**src/rtl/binario_a_bcd_pkg.sv**
```systemverilog
// Shared definitions for the sequential binary-to-BCD converter:
// FSM state encoding and the BCD constants used by the output stage.
package binario_a_bcd_pkg;

  typedef enum logic [1:0] {
    REPOSO    = 2'd0,
    CONVIERTE = 2'd1,
    FIN       = 2'd2
  } estado_t;

  // Four BCD digits cover the full 13-bit input range (max 8191).
  localparam int NUM_DIGITOS = 4;

  // Code the display decoder renders as all segments off.
  localparam logic [3:0] BCD_BLANCO = 4'b1111;

  // Saturation digit used when the value does not fit in three digits.
  localparam logic [3:0] BCD_NUEVE  = 4'b1001;

endpackage

```
**src/rtl/binario_a_bcd_seq_celda_suma3.sv**
```systemverilog
// Double-dabble correction cell: a BCD nibble that is 5 or more gets 3 added
// so that the following left shift carries correctly into the next digit.
module celda_suma3 (
  input  logic [3:0] entrada,
  output logic [3:0] salida
);

  assign salida = (entrada >= 4'd5) ? (entrada + 4'd3) : entrada;

endmodule

```
**src/rtl/binario_a_bcd_seq.sv**
```systemverilog
// Sequential binary-to-BCD converter (shift-and-add-3, one bit per clock)
// with a start/busy/done handshake. Results are held in output registers
// that change only when a conversion completes or on reset, so the display
// multiplexer downstream never sees intermediate values.
//
// Optional build macro: BLANQUEO_CEROS_EN enables leading-zero blanking of
// the hundreds and tens digits.
module binario_a_bcd_seq
  import binario_a_bcd_pkg::*;
#(
  parameter int ANCHO_BIN = 10
) (
  input  logic                 clk,
  input  logic                 rst,
  input  logic [ANCHO_BIN-1:0] binario,
  input  logic                 inicio,
  output logic                 ocupado,
  output logic                 listo,
  output logic [3:0]           unidades,
  output logic [3:0]           decenas,
  output logic [3:0]           centenas,
  output logic                 desborde
);

  localparam int ANCHO_BCD = NUM_DIGITOS * 4;
  localparam int ANCHO_SR  = ANCHO_BCD + ANCHO_BIN;
  localparam int ANCHO_CNT = $clog2(ANCHO_BIN + 1);

  // Counter value seen on the edge that performs the final shift.
  localparam logic [ANCHO_CNT-1:0] CNT_ULTIMO = ANCHO_CNT'(ANCHO_BIN - 1);

`ifdef BLANQUEO_CEROS_EN
  localparam logic [3:0] RST_ALTOS = BCD_BLANCO;
`else
  localparam logic [3:0] RST_ALTOS = 4'd0;
`endif

  estado_t                estado;
  estado_t                estado_sig;
  logic                   cargar;
  logic                   desplazar;
  logic                   publicar;

  logic [ANCHO_SR-1:0]    sr;
  logic [ANCHO_SR-1:0]    sr_ajustado;
  logic [ANCHO_BCD-1:0]   bcd_ajustado;
  logic [ANCHO_CNT-1:0]   cnt;

  logic [3:0]             millares;
  logic [3:0]             centenas_sig;
  logic [3:0]             decenas_sig;
  logic [3:0]             unidades_sig;
  logic                   desborde_sig;

  // State register.
  always_ff @(posedge clk or posedge rst) begin
    // NOTE: sequential state uses non-blocking (<=) so every flop samples
    // pre-edge values regardless of statement order.
    if (rst) estado <= REPOSO;
    else     estado <= estado_sig;
  end

  // Next-state and datapath control strobes.
  always_comb begin
    // NOTE: every output of this block is defaulted first; a path that left
    // one unassigned would infer a latch.
    estado_sig = estado;
    cargar     = 1'b0;
    desplazar  = 1'b0;
    publicar   = 1'b0;
    case (estado)
      REPOSO: begin
        if (inicio) begin
          cargar     = 1'b1;
          estado_sig = CONVIERTE;
        end
      end
      CONVIERTE: begin
        desplazar = 1'b1;
        if (cnt == CNT_ULTIMO) estado_sig = FIN;
      end
      FIN: begin
        publicar   = 1'b1;
        estado_sig = REPOSO;
      end
      default: estado_sig = REPOSO;
    endcase
  end

  // Busy covers CONVIERTE and FIN; a new request is ignored until REPOSO.
  assign ocupado = (estado != REPOSO);

  // Add-3 correction on every BCD nibble ahead of the shift.
  for (genvar i = 0; i < NUM_DIGITOS; i++) begin : g_celda
    celda_suma3 u_celda (
      .entrada (sr[ANCHO_BIN + 4*i +: 4]),
      .salida  (bcd_ajustado[4*i +: 4])
    );
  end

  assign sr_ajustado = {bcd_ajustado, sr[ANCHO_BIN-1:0]};

  // Shift register and bit counter: load on accept, correct-and-shift while
  // converting, hold otherwise so FIN can read the finished digits.
  always_ff @(posedge clk or posedge rst) begin
    if (rst) begin
      sr  <= '0;
      cnt <= '0;
    end else if (cargar) begin
      sr  <= {{ANCHO_BCD{1'b0}}, binario};
      cnt <= '0;
    end else if (desplazar) begin
      sr  <= sr_ajustado << 1;
      cnt <= cnt + ANCHO_CNT'(1);
    end
  end

  // Digit values to publish, with saturation and optional blanking.
  always_comb begin
    millares     = sr[ANCHO_BIN + 12 +: 4];
    centenas_sig = sr[ANCHO_BIN + 8  +: 4];
    decenas_sig  = sr[ANCHO_BIN + 4  +: 4];
    unidades_sig = sr[ANCHO_BIN      +: 4];
    desborde_sig = (millares != 4'd0);
    if (desborde_sig) begin
      centenas_sig = BCD_NUEVE;
      decenas_sig  = BCD_NUEVE;
      unidades_sig = BCD_NUEVE;
    end
`ifdef BLANQUEO_CEROS_EN
    // Saturated 999 never has a zero hundreds digit, so it is never blanked.
    if (centenas_sig == 4'd0) begin
      centenas_sig = BCD_BLANCO;
      if (decenas_sig == 4'd0) decenas_sig = BCD_BLANCO;
    end
`endif
  end

  // Output registers and the one-cycle done pulse, updated only on FIN.
  always_ff @(posedge clk or posedge rst) begin
    if (rst) begin
      listo    <= 1'b0;
      centenas <= RST_ALTOS;
      decenas  <= RST_ALTOS;
      unidades <= 4'd0;
      desborde <= 1'b0;
    end else begin
      listo <= publicar;
      if (publicar) begin
        centenas <= centenas_sig;
        decenas  <= decenas_sig;
        unidades <= unidades_sig;
        desborde <= desborde_sig;
      end
    end
  end

endmodule

```
**config.mk**
```make
export PLATFORM = sky130hd
export DESIGN_NAME = binario_a_bcd_seq
export DESIGN_NICKNAME = d
export VERILOG_FILES = /design/src/rtl/binario_a_bcd_pkg.sv /design/src/rtl/binario_a_bcd_seq_celda_suma3.sv /design/src/rtl/binario_a_bcd_seq.sv
export SDC_FILE = /design/constraint.sdc
export NUM_CORES = 1
export LEC_CHECK = 0
export ABC_AREA = 1
export CAP_MARGIN = 10
export CORE_UTILIZATION = 59
export CTS_CLUSTER_SIZE = 16
export DETAILED_ROUTE_END_ITERATION = 10
export PLACE_DENSITY = 0.84
export SLEW_MARGIN = 10
export SYNTH_ARGS = -nofsm -noshare
export SYNTH_HDL_FRONTEND = slang
export SYNTH_SLANG_ARGS = --single-unit
```
**constraint.sdc**
```tcl
create_clock -name clk -period 2.1 [get_ports clk]
set_input_delay 0.42 -clock clk [delete_from_list [all_inputs] [get_ports clk]]
set_output_delay 0.42 -clock clk [all_outputs]
set_load 0.03 [all_outputs]
```
After elaboration in Yosys (flattened, before gate mapping)
Index checks and enable logic that the tools add are counted.

Output and inout port bits: 15. Bits in registers: 46.

$lt $le $gt $ge: 4. Reductions and logical operators: 5. Muxes and demuxes: 18. $add $sub $neg: 5. Equality and inequality tests: 5.

Operators by type and width (number): $mux W26 (2); $mux W4 (8); $ge A4 B3 Y1 const B (4); $add A4 B2 Y4 const B (3); $add A4 B1 Y4 const B (1); $eq A4 B4 Y1 const B (1); $mux W1 (4); $mux W2 (2); $ne A2 B2 Y1 const B (2); $pmux W2 S2 (1); $reduce_bool A2 Y1 (2); $reduce_bool A4 Y1 (1); $add A3 B2 Y3 const B (1); $mux W3 (1); $eq A2 B1 Y1 const B (1); $eq A2 B2 Y1 const B (1); $logic_not A2 Y1 (1); $reduce_and A2 Y1 (1).

Longest topological paths before layout
Depth after elaboration: 4. Gate-level depth with buffers: 8. Gate-level depth less buffers: 8.

By module
From an unflattened synthesis, not the netlist that was laid out.

Cell total of the unflattened synthesis: 335. Area, all modules: 2518.7 um2.

Modules (own cells, without submodules): binario_a_bcd_seq (times used 1, area an instance 1978.1 um2, cells an instance 243, seq. area each 1151.1 um2); celda_suma3 (times used 4, area an instance 135.1 um2, cells an instance 23, seq. area each 0.0 um2).

Worst setup path after synthesis
OpenSTA, ideal clock, no wires.

Kind: reg-to-reg. Start: register estado[0]. End: register sr[1]. Path slack: 0.753 ns. Stages on the path, launching flop included: 7. Buffers on the path: 1. Library setup time: 0.068 ns. Data required time: 2.032 ns. Arrival: 1.279 ns. Cell sequence: dfrtp_1 > inv_2 > nand2_1 > nor2_1 > buf_2 > nand2_1 > nand3_1.

Longest elaborated chain between the ends: 3.

Ends and longest elaborated chain: from (decl) (line binario_a_bcd_seq.sv:38) `estado_t estado;`; from (signal assigned) (line binario_a_bcd_seq.sv:60) `else estado <= estado_sig;`; $eq A2 B1 Y1 or $logic_not A2 Y1 (tied branches) (line binario_a_bcd_seq.sv:71) `case (estado)`; $mux W1 (line binario_a_bcd_seq.sv:71); $reduce_bool A2 Y1 (no line) or $mux W26 (tied branches); to (signal assigned) (line binario_a_bcd_seq.sv:110) `sr <= {{ANCHO_BCD{1'b0}}, binario};`; to (signal assigned) (line binario_a_bcd_seq.sv:113) `sr <= sr_ajustado << 1;`; to (decl) (line binario_a_bcd_seq.sv:44) `logic [ANCHO_SR-1:0] sr;`.

Parallel ways exist; a longest one is shown, timed or not. A chain may end at the register's enable or synchronous reset.

Final worst setup path
Start: register estado[0]. End: output port ocupado.

Longest elaborated chain between the ends: 1.

Ends and longest elaborated chain: $reduce_bool A2 Y1 (line binario_a_bcd_seq.sv:91) `assign ocupado = (estado != REPOSO);`; to (decl) (line binario_a_bcd_seq.sv:17) `output logic ocupado,`.

No other way between the ends.

==> summary.txt <==
Setup path
  • CP Capture Type: output port
  • Crit Path Class: reg2out
  • Crit path arrival time: 1430 ps
  • CP max stage delay: 510 ps
  • Path depth of the worst reg2reg path: 5
  • Worst r2r dst: cnt[3]
  • CP Launch Type: flop
  • Slowest CP cell: dfrtp_1
  • Crit-path max FO: 4
  • Crit path depth: 3
  • Worst path top cell family by delay: buffers and inverters
  • R2R Setup Slk: 770 ps
  • CP cell instances: inv_2 > nand2_1 > dlygate4sd2_1
  • FF-to-FF Start: estado[0]
  • CP Capture Point: ocupado
  • CP required: 1680 ps
  • Worst setup path startpoint: estado[0]
  • Bufs and invs on worst path: 2

Pwr
  • Power Total: 4000 µW
  • Switching power total: 1750 µW
  • Net switching fraction of the power: 43.7%
  • Combinational power share: 47.7%
  • Pwr Density: 1480 nW/µm²
  • Clock share of power: 13.7%
  • Int Pwr: 2250 µW
  • Peak supply drop: 809 µV
  • Flop pwr share: 38.6%
  • Static leakage: 0.00139 µW

Global route
  • Grt ovf: 0
  • Largest net degree at the start of global routing: 47
  • First-pass GRT wire length: 7620 µm
  • Vias in the first global route: 1,794
  • Tot GR Track Use: 24.4%
  • Initial antenna violation count: 0

Finish
  • # nets final: 331
  • Share of layout cells above drive strength 1: 5.52%
  • Syn-to-layout area delta: 18.3%
  • # diodes: 0
  • Layout Cells excl Fill: 356
  • Fillers: 300
  • Area of the multi-input gates: 965 µm²
  • Register area: 1150 µm²
  • Core Util, Final: 73.2%

Routing
  • DRC: 0
  • WL final: 4310 µm
  • DR pass1 iterations: 4
  • DR vias: 1,899
  • Post-route ant nets: 0
  • Vias per Instance: 5.33
  • Iteration-0 DRC count of the detailed router: 167
  • Routed wire length per instance: 12.1 µm

Logic synthesis
  • Post-synth EDFFs: 0
  • Yosys warns: 0
  • Synth async-reset ratio: 100%
  • Syn avg cell area: 8.29 µm²
  • Synth area leader: dfrtp_1
  • Sequential cell area fraction in the yosys report: 50.5%
  • Synth top area share: 50.5%
  • Yosys reg bits: 46
  • Most used DFF post-synth: dfrtp_1
  • Syn nets: 299
  • Syn Std Cell Area: 2280 µm²
  • Cell variety after synth: 19
  • Syn Inst Count: 275
  • Top post-synthesis cells by area: dfrtp_1 (50%), nand2_1 (15%), nand3_1 (6.4%), ha_1 (6.0%), inv_1 (5.1%)

Timing
  • Setup TNS: 0 ps
  • Final Cycle Share: 88.2%
  • Least-Margin Pin Slew: 376 ps
  • Slew margin rel.: 74.9%
  • Final hold vios: 0
  • RSZ-0062 raised after global routing: no
  • Fmax: 540 MHz
  • Period minus WS final: 1850 ps
  • Hold WS: 464 ps
  • Max Clock Skew: 3.68 ps
  • Setup violations, final: 0
  • Final Max Tran Viols: 0

CTS
  • CTS clock-pin slew for the worst setup and hold paths: 80 ps
  • CTS tree: built
  • H-Tree Level Count: 2
  • Post_cts resized: 1
  • CTS Buffer Depth: 2
  • Clk_lat worst skew: 290 ps
  • Cts bufs inserted: 5
  • Post-CTS Setup Bufs: 0
  • Hold buffer count at CTS: 0
  • TritonCTS Sinks: 46
  • Root buffer cell: clkbuf_8

Run status
  • Status: finished, final reports clean

Floorplan
  • Core area: 3690 µm²
  • # rows: 22
  • # IOs: 28
  • Die area: 4120 µm²
  • Die height: 64.2 µm
  • Initial Util: 61.8%
  • Die Wd: 64.2 µm

Placement
  • HPWL after DPL: 2940 µm
  • Placed Cells: 348
  • GP Congestion: 0.850
  • Buffers added on ports: 27

Worst hold path
  • Hold WC Path Type: in2async

Job
  • Max cap viols: 0
tightest hold or removal path, stage by stage:
cell             delay (ps)
clkdlybuf4s50_1         400
clkinv_1                 70
buf_12                  240
synthesized netlist by cell type, types with 3 or more instances:
cell type and instances:
nand2_1 91, inv_2 3, ha_1 11, buf_2 3
a21oi_1 9, dfrtp_1 46, inv_1 31, nor2_1 13
o21ai_0 15, nand3_1 29, o21bai_1 3, o21ai_1 3
nand4_1 9
cell type report:
type                    instances  share of cell area [%]
multi-input cells             190                    35.7
flip-flops and latches         46                    42.7
clock buffers                   7                    3.20
inverters                      34                    4.73
clock inverters                 1                   0.185
well taps                      48                    2.23
repair buffers                 30                    11.3
power groups by stage:
stage	Combinational (µW)	Clock, µW	Sequential (µW)
6_report	1910	548	1540
5_1_grt	2170	601	1590
4_1_cts	1920	553	1540
3_5_place_dp	1900	0	1550
3_3_place_gp	1840	0	1540
2_1_floorplan	1280	0	1680
state kept, by name, indices dropped and copies added, names as in the netlist:
| name | flops |
|---|---|
| centenas | 4 |
| cnt | 4 |
| decenas | 4 |
| desborde | 1 |
| estado | 2 |
| listo | 1 |
| sr | 26 |
| unidades | 4 |
logic make-up (layout without fill, tap and decap cells):
logic type	after synthesis	count (layout)	synth area share, %
fa+ha+maj	11	11	6.03
compound gates	34	34	8.12
flops	46	46	50.5
buf+inv	39	72	7.24
simple gates	145	145	28.1
stage by stage:
step	setup slack, ps	cell area [µm²]
after detailed placement	279	2610
after CTS	235	2700
after global routing	196	2700
after global placement	325	2610
final	248	2700
after floorplan	592	2280
placed cells by master (no fill, tap or decap), drive strengths merged, types with 2 or more instances in the layout:
cell           count
o21ai             19
clkbuf             7
buf                3
nand3             30
inv               33
o22ai              2
nand4              9
clkdlybuf4s50     26
ha                11
clkinv             2
o21bai             3
a21oi              9
nor2              15
dfrtp             46
nand2             91
worst min-delay path by stage:
stage,startpoint,endpoint,cells past startpoint
after floorplan,sr[23],sr[23],2
after global routing,rst,sr[19],3
after detailed placement,centenas[1],centenas[1],2
after CTS,rst,sr[20],3
final,rst,sr[19],3
after global placement,sr[23],sr[23],2
per-layer routing:
metal | vias up | global-route usage (%) | routed length, µm
met5 | - | 0 | 0
met4 | 0 | 6.94 | 61
met3 | 6 | 6.07 | 148
met2 | 53 | 42.7 | 2190
met1 | 890 | 29.6 | 1920
li1 | 950 | - | -
(Power assumes the default switching activity.)
==> RTL edit 1 (config.mk and constraints unchanged) <==
The output `listo` loses its register stage (`listo` becomes a continuous assignment).
--- a/src/rtl/binario_a_bcd_seq.sv
+++ b/src/rtl/binario_a_bcd_seq.sv
@@ -140,5 +140,4 @@
   always_ff @(posedge clk or posedge rst) begin
     if (rst) begin
-      listo    <= 1'b0;
       centenas <= RST_ALTOS;
       decenas  <= RST_ALTOS;
@@ -146,5 +145,4 @@
       desborde <= 1'b0;
     end else begin
-      listo <= publicar;
       if (publicar) begin
         centenas <= centenas_sig;
@@ -156,4 +154,6 @@
   end
 
+  assign listo = publicar;
+
 endmodule
 
Check against the original RTL: no difference found for any inputs over 10 cycles, from zero or initial values and one cycle with rst high; that may be too few to reach the edited logic, so the function may still have changed.
==> RTL edit 1 against the unedited design <==
Total power is 1.5% lower. First-iteration DRC count is 41% lower. Register-to-register slack worse by 0.06 ns. Area after synthesis is 1.1% lower. Sequential cell count is 1 lower. Worst setup slack worse by 0.0011 ns. Via count is 1.1% lower. Design area is 1.2% lower. Wire length is 1.1% lower. Die area is 1.1% lower. Non-clock buffer count is 1 higher. Cell count is 0.56% lower. Critical path depth stayed put. Global-route usage is 0.57 points higher.
==> RTL edit 1: results (changes against the unedited design) <==
| Metric | Value |
|---|---|
| Status | completed |
| Via count | 1879 (-1.1%) |
| Xor/xnor share of the synthesized area | 0% (unchanged) |
| Worst-Skew Late Latency | 0.29 ns (about the same) |
| Pint | 2200 uW (-2.4%) |
| Setup CP Type | flip-flop to output port |
| Post-Route WL | 4.27 mm (-1.1%) |
| Synth Area in Adders | 6.10% (+0.067 points) |
| R2R depth | 3 (-2) |
| Complex-gate fraction of the synthesized area | 8.21% (+0.090 points) |
| First-pass GRT wire length | 7.76 mm (+1.9%) |
| Metal1 wirelength | 1.96 mm (+2.6%) |
| Top cells by count, synth | nand2_1 (91), dfrtp_1 (45), inv_1 (31) |
| Biggest register | sr |
| Max IR drop VDD | 0.755 mV (-6.6%) |
| Post-synthesis sequential area ratio | 49.9% (-0.55 points) |
| Layout cells sized above 1 | 5.56% (+0.036 points) |
| Leakage power | 0.00140 uW (+0.29%) |
| DR iter-0 viols | 99 (-41%) |
| Area after DPL | 2590 sq um (-0.67%) |
| Clock Skew | 0.00762 ns (+0.00394 ns) |
| Tot Pwr | 3940 uW (-1.5%) |
| Flop pwr share | 38.9% (+0.3 points) |
| Pin count of the biggest net entering global routing | 46 (-2.1%) |
| P_clk | 490 uW (-11%) |
| R2R Setup Slk | 0.71 ns (-0.06 ns) |
| Hold WS | 0.486 ns (+0.0225 ns) |
| Yosys warning total | 0 (unchanged) |
| FF-to-FF End | sr[10] |
| Port Buffers | 27 (unchanged) |
| Pre-CTS setup slack | 0.290 ns (+0.0114 ns) |
| Syn Nets | 298 (-0.33%) |
| Slew margin rel. | 62.9% (-12 points) |
| Gr usage total | 24.9% (+0.57 points) |
| Final WS setup | 0.247 ns (-0.00113 ns) |
| Vias in the first global route | 1811 (+0.95%) |
| Final Wtd Congestion | 0.847 (-0.34%) |
| DR WL met3 | 156 um (+5.4%) |
| Metal2 WL | 2.08 mm (-5.1%) |
| Reg-to-Reg Start | estado[0] |
| Top cells by area, synth | dfrtp_1 (50%), nand2_1 (15%), nand3_1 (6.4%) |
| HPWL Detailed | 2.98 mm (+1.5%) |
| Filler cells | 292 (-2.7%) |
| CTS Buf Count | 5 (unchanged) |
| Worst min path class | flip-flop to flip-flop |
| Delay-heaviest family, CP | buffers and inverters |
| DR WL/cell | 12.1 um (-0.53%) |
| Crit path capture | ocupado |
| Mapped Cells | 274 (-0.36%) |
[RTL edit 1: cell types whose count changed after synthesis]
cell,delta
dfrtp_1,-1
[RTL edit 1: cells by family (layout without fill, tap and decap cells)]
family          count (synthesis)  count (layout)
flops                          45              45
simple gates                  145             145
fa+ha+maj                      11              11
buf+inv                        39              71
compound gates                 34              34
[RTL edit 1: cell type report]
cell class              count  area, sq um  area share, %
flip-flops and latches     45         1130           42.2
multi-input cells         190          965           36.2
repair buffers             31          314           11.8
inverters                  34          128           4.79
clock buffers               5         68.8           2.58
well taps                  48         60.1           2.25
clock inverters             1         5.00          0.188
[RTL edit 1: what timing repair did]
item,4_1_cts,5_1_grt
gates resized for setup,1,1
gates cloned,0,0
pin swaps,0,0
setup endpoints to repair,1,1
[RTL edit 1: routing by layer]
layer | global-route usage, % | vias up
li1 | - | 947
met1 | 29.9 | 873
met2 | 43.5 | 54
met3 | 5.36 | 5
met4 | 9.66 | 0
met5 | 0 | -
==> RTL edit 2 (config.mk and constraints unchanged) <==
Without the edit above. Add a define of `BLANQUEO_CEROS_EN`.
--- a/src/rtl/binario_a_bcd_seq.sv
+++ b/src/rtl/binario_a_bcd_seq.sv
@@ -6,4 +6,6 @@
 // Optional build macro: BLANQUEO_CEROS_EN enables leading-zero blanking of
 // the hundreds and tens digits.
+`define BLANQUEO_CEROS_EN
+
 module binario_a_bcd_seq
   import binario_a_bcd_pkg::*;
Check against the original RTL: not equivalent (Yosys sat finds a counterexample within 4 cycles, from zero or initial values and one cycle with rst high).
==> RTL edit 2 against the unedited design <==
Via count down 2.4%. Critical path depth fell by 2. Fmax is 3.4% lower. Sequential share of layout area is 0.23 points higher. Total power grew 3.8%. Wire length fell by 1.6%. Synthesized cell count grew 0.36%. Worst setup slack worse by 0.065 ns. Largest power group unchanged. Clock skew up 0.0015 ns. Sequential cell count did not move. Area after synthesis is 0.66% higher. Design area up 0.32%.
==> RTL edit 2: results (changes against the unedited design) <==
| Metric | Value |
|---|---|
| R2R Setup Slk | 0.65 ns (-0.12 ns) |
| Syn Nets | 300 (+0.33%) |
| CP peak stage delay | 0.66 ns (+0.15 ns) |
| R2R depth | 9 (+4) |
| CTS clock-pin slew for the worst setup and hold paths | 0.08 ns (about the same) |
| Max IR drop VDD | 0.766 mV (-5.3%) |
| Top cells by count, synth | nand2_1 (72), dfrtp_1 (38), inv_1 (32) |
| Postcts setup bufs | 0 (unchanged) |
| Primary FF master, synth | dfrtp_1 |
| Filler cells | 307 (+2.3%) |
| Reg-to-Reg Start | sr[10] |
| Unique masters post-synth | 26 (+7) |
| Worst min path class | input port to async pin |
| Biggest register | sr |
| FF-to-FF End | sr[11] |
| Top cells by area, synth | dfrtp_1 (41%), nand2_1 (12%), dfstp_2 (9.2%) |
| HPWL Detailed | 3.04 mm (+3.4%) |
| DR WL/cell | 11.9 um (-1.6%) |
| Status | completed |
| Post-synthesis sequential area ratio | 50.6% (+0.11 points) |
| Layout cells sized above 1 | 9.74% (+4.2 points) |
| Nets | 331 (unchanged) |
| Leakage power | 0.00129 uW (-7.5%) |
| Gr usage total | 24.5% (+0.13 points) |
| TritonRoute pass-1 iters | 4 (unchanged) |
| Slew margin rel. | 78.4% (+3.4 points) |
| Final Wtd Congestion | 0.832 (-2.2%) |
| PostCTS Resize Cnt | 0 (-1) |
| Vias in the first global route | 1720 (-4.1%) |
| Via-per-instance ratio | 5.21 (-2.4%) |
| Initial antenna violation count | 0 (unchanged) |
| Crit path max fanout | 2 (-2) |
| Delay-heaviest family, CP | buffers and inverters |
| Clock Skew | 0.00522 ns (+0.00154 ns) |
| DR iter-0 viols | 103 (-38%) |
| Required @ worst endpoint | 1.68 ns (about the same) |
| First-pass GRT wire length | 7.66 mm (+0.55%) |
| Slowest cell on crit path | clkdlybuf4s50_1 |
==> RTL edit 2: cell type report <==
| type | instances | area share [%] |
|---|---|---|
| Sequential cell | 46 | 42.9 |
| Multi-Input combinational cell | 186 | 34.8 |
| Timing Repair Buffer | 31 | 11.6 |
| Inverter | 37 | 5.13 |
| Clock buffer | 7 | 3.19 |
| Tap cell | 48 | 2.22 |
| Clock inverter | 1 | 0.185 |
==> RTL edit 2: worst max path at each step <==
stage	start	endpoint	slack (ns)	depth (start not counted)
floorplan	rst	cnt[0]	0.61	1
global placement	inicio	sr[0]	0.42	5
detailed placement	inicio	sr[0]	0.38	5
CTS	centenas[1]	centenas[1]	0.17	1
global route	estado[1]	ocupado	0.12	3
finish	decenas[2]	decenas[2]	0.18	1
==> RTL edit 2: kinds of logic after synthesis <==
logic type                 after synthesis  synth area share [%]
adders and majority gates               11                  5.99
AOI/OAI and AO/OA                       49                  11.9
DFF                                     46                  50.6
buffers and inverters                   44                  8.34
and+or+nand+nor                        126                  23.2
==> RTL edit 2: report_power, final <==
part	total, uW	switching [uW]	internal (uW)
Sequential	1580	274	1310
Combinational	2020	1260	757
Clock	552	287	266
Total	4150	1820	2330
==> RTL edit 2: routing by layer <==
| metal | vias to the layer above | wire [um] | GRT usage, % |
|---|---|---|---|
| met3 | 6 | 196 | 5.89 |
| li1 | 947 | - | - |
| met2 | 51 | 2060 | 40.9 |
| met4 | 0 | 63 | 9.17 |
| met1 | 849 | 1920 | 30.6 |
| met5 | - | 0 | 0 |
==> RTL edit 2: stage by stage <==
stage	std cells	hold slack [ns]	area, sq um	util (%)	setup slack [ns]
final	356	0.465	2710	73.4	0.183
after global routing	356	0.482	2710	73.4	0.125
after CTS	356	0.469	2710	73.4	0.170
after detailed placement	348	0.465	2620	70.9	0.375
after global placement	348	0.458	2620	70.9	0.420
after floorplan	276	0.440	2300	-	0.605
==> RTL edit 2: worst reg2reg max path, cell delays in order, from the launching register on <==
cell     delay (ns)
dfrtp_1        0.41
inv_1          0.16
ha_1           0.21
inv_1          0.05
nor2_1         0.14
nor2_1         0.06
nor2_1         0.11
nand2_1        0.07
nand3_1        0.07
nand2_1        0.06
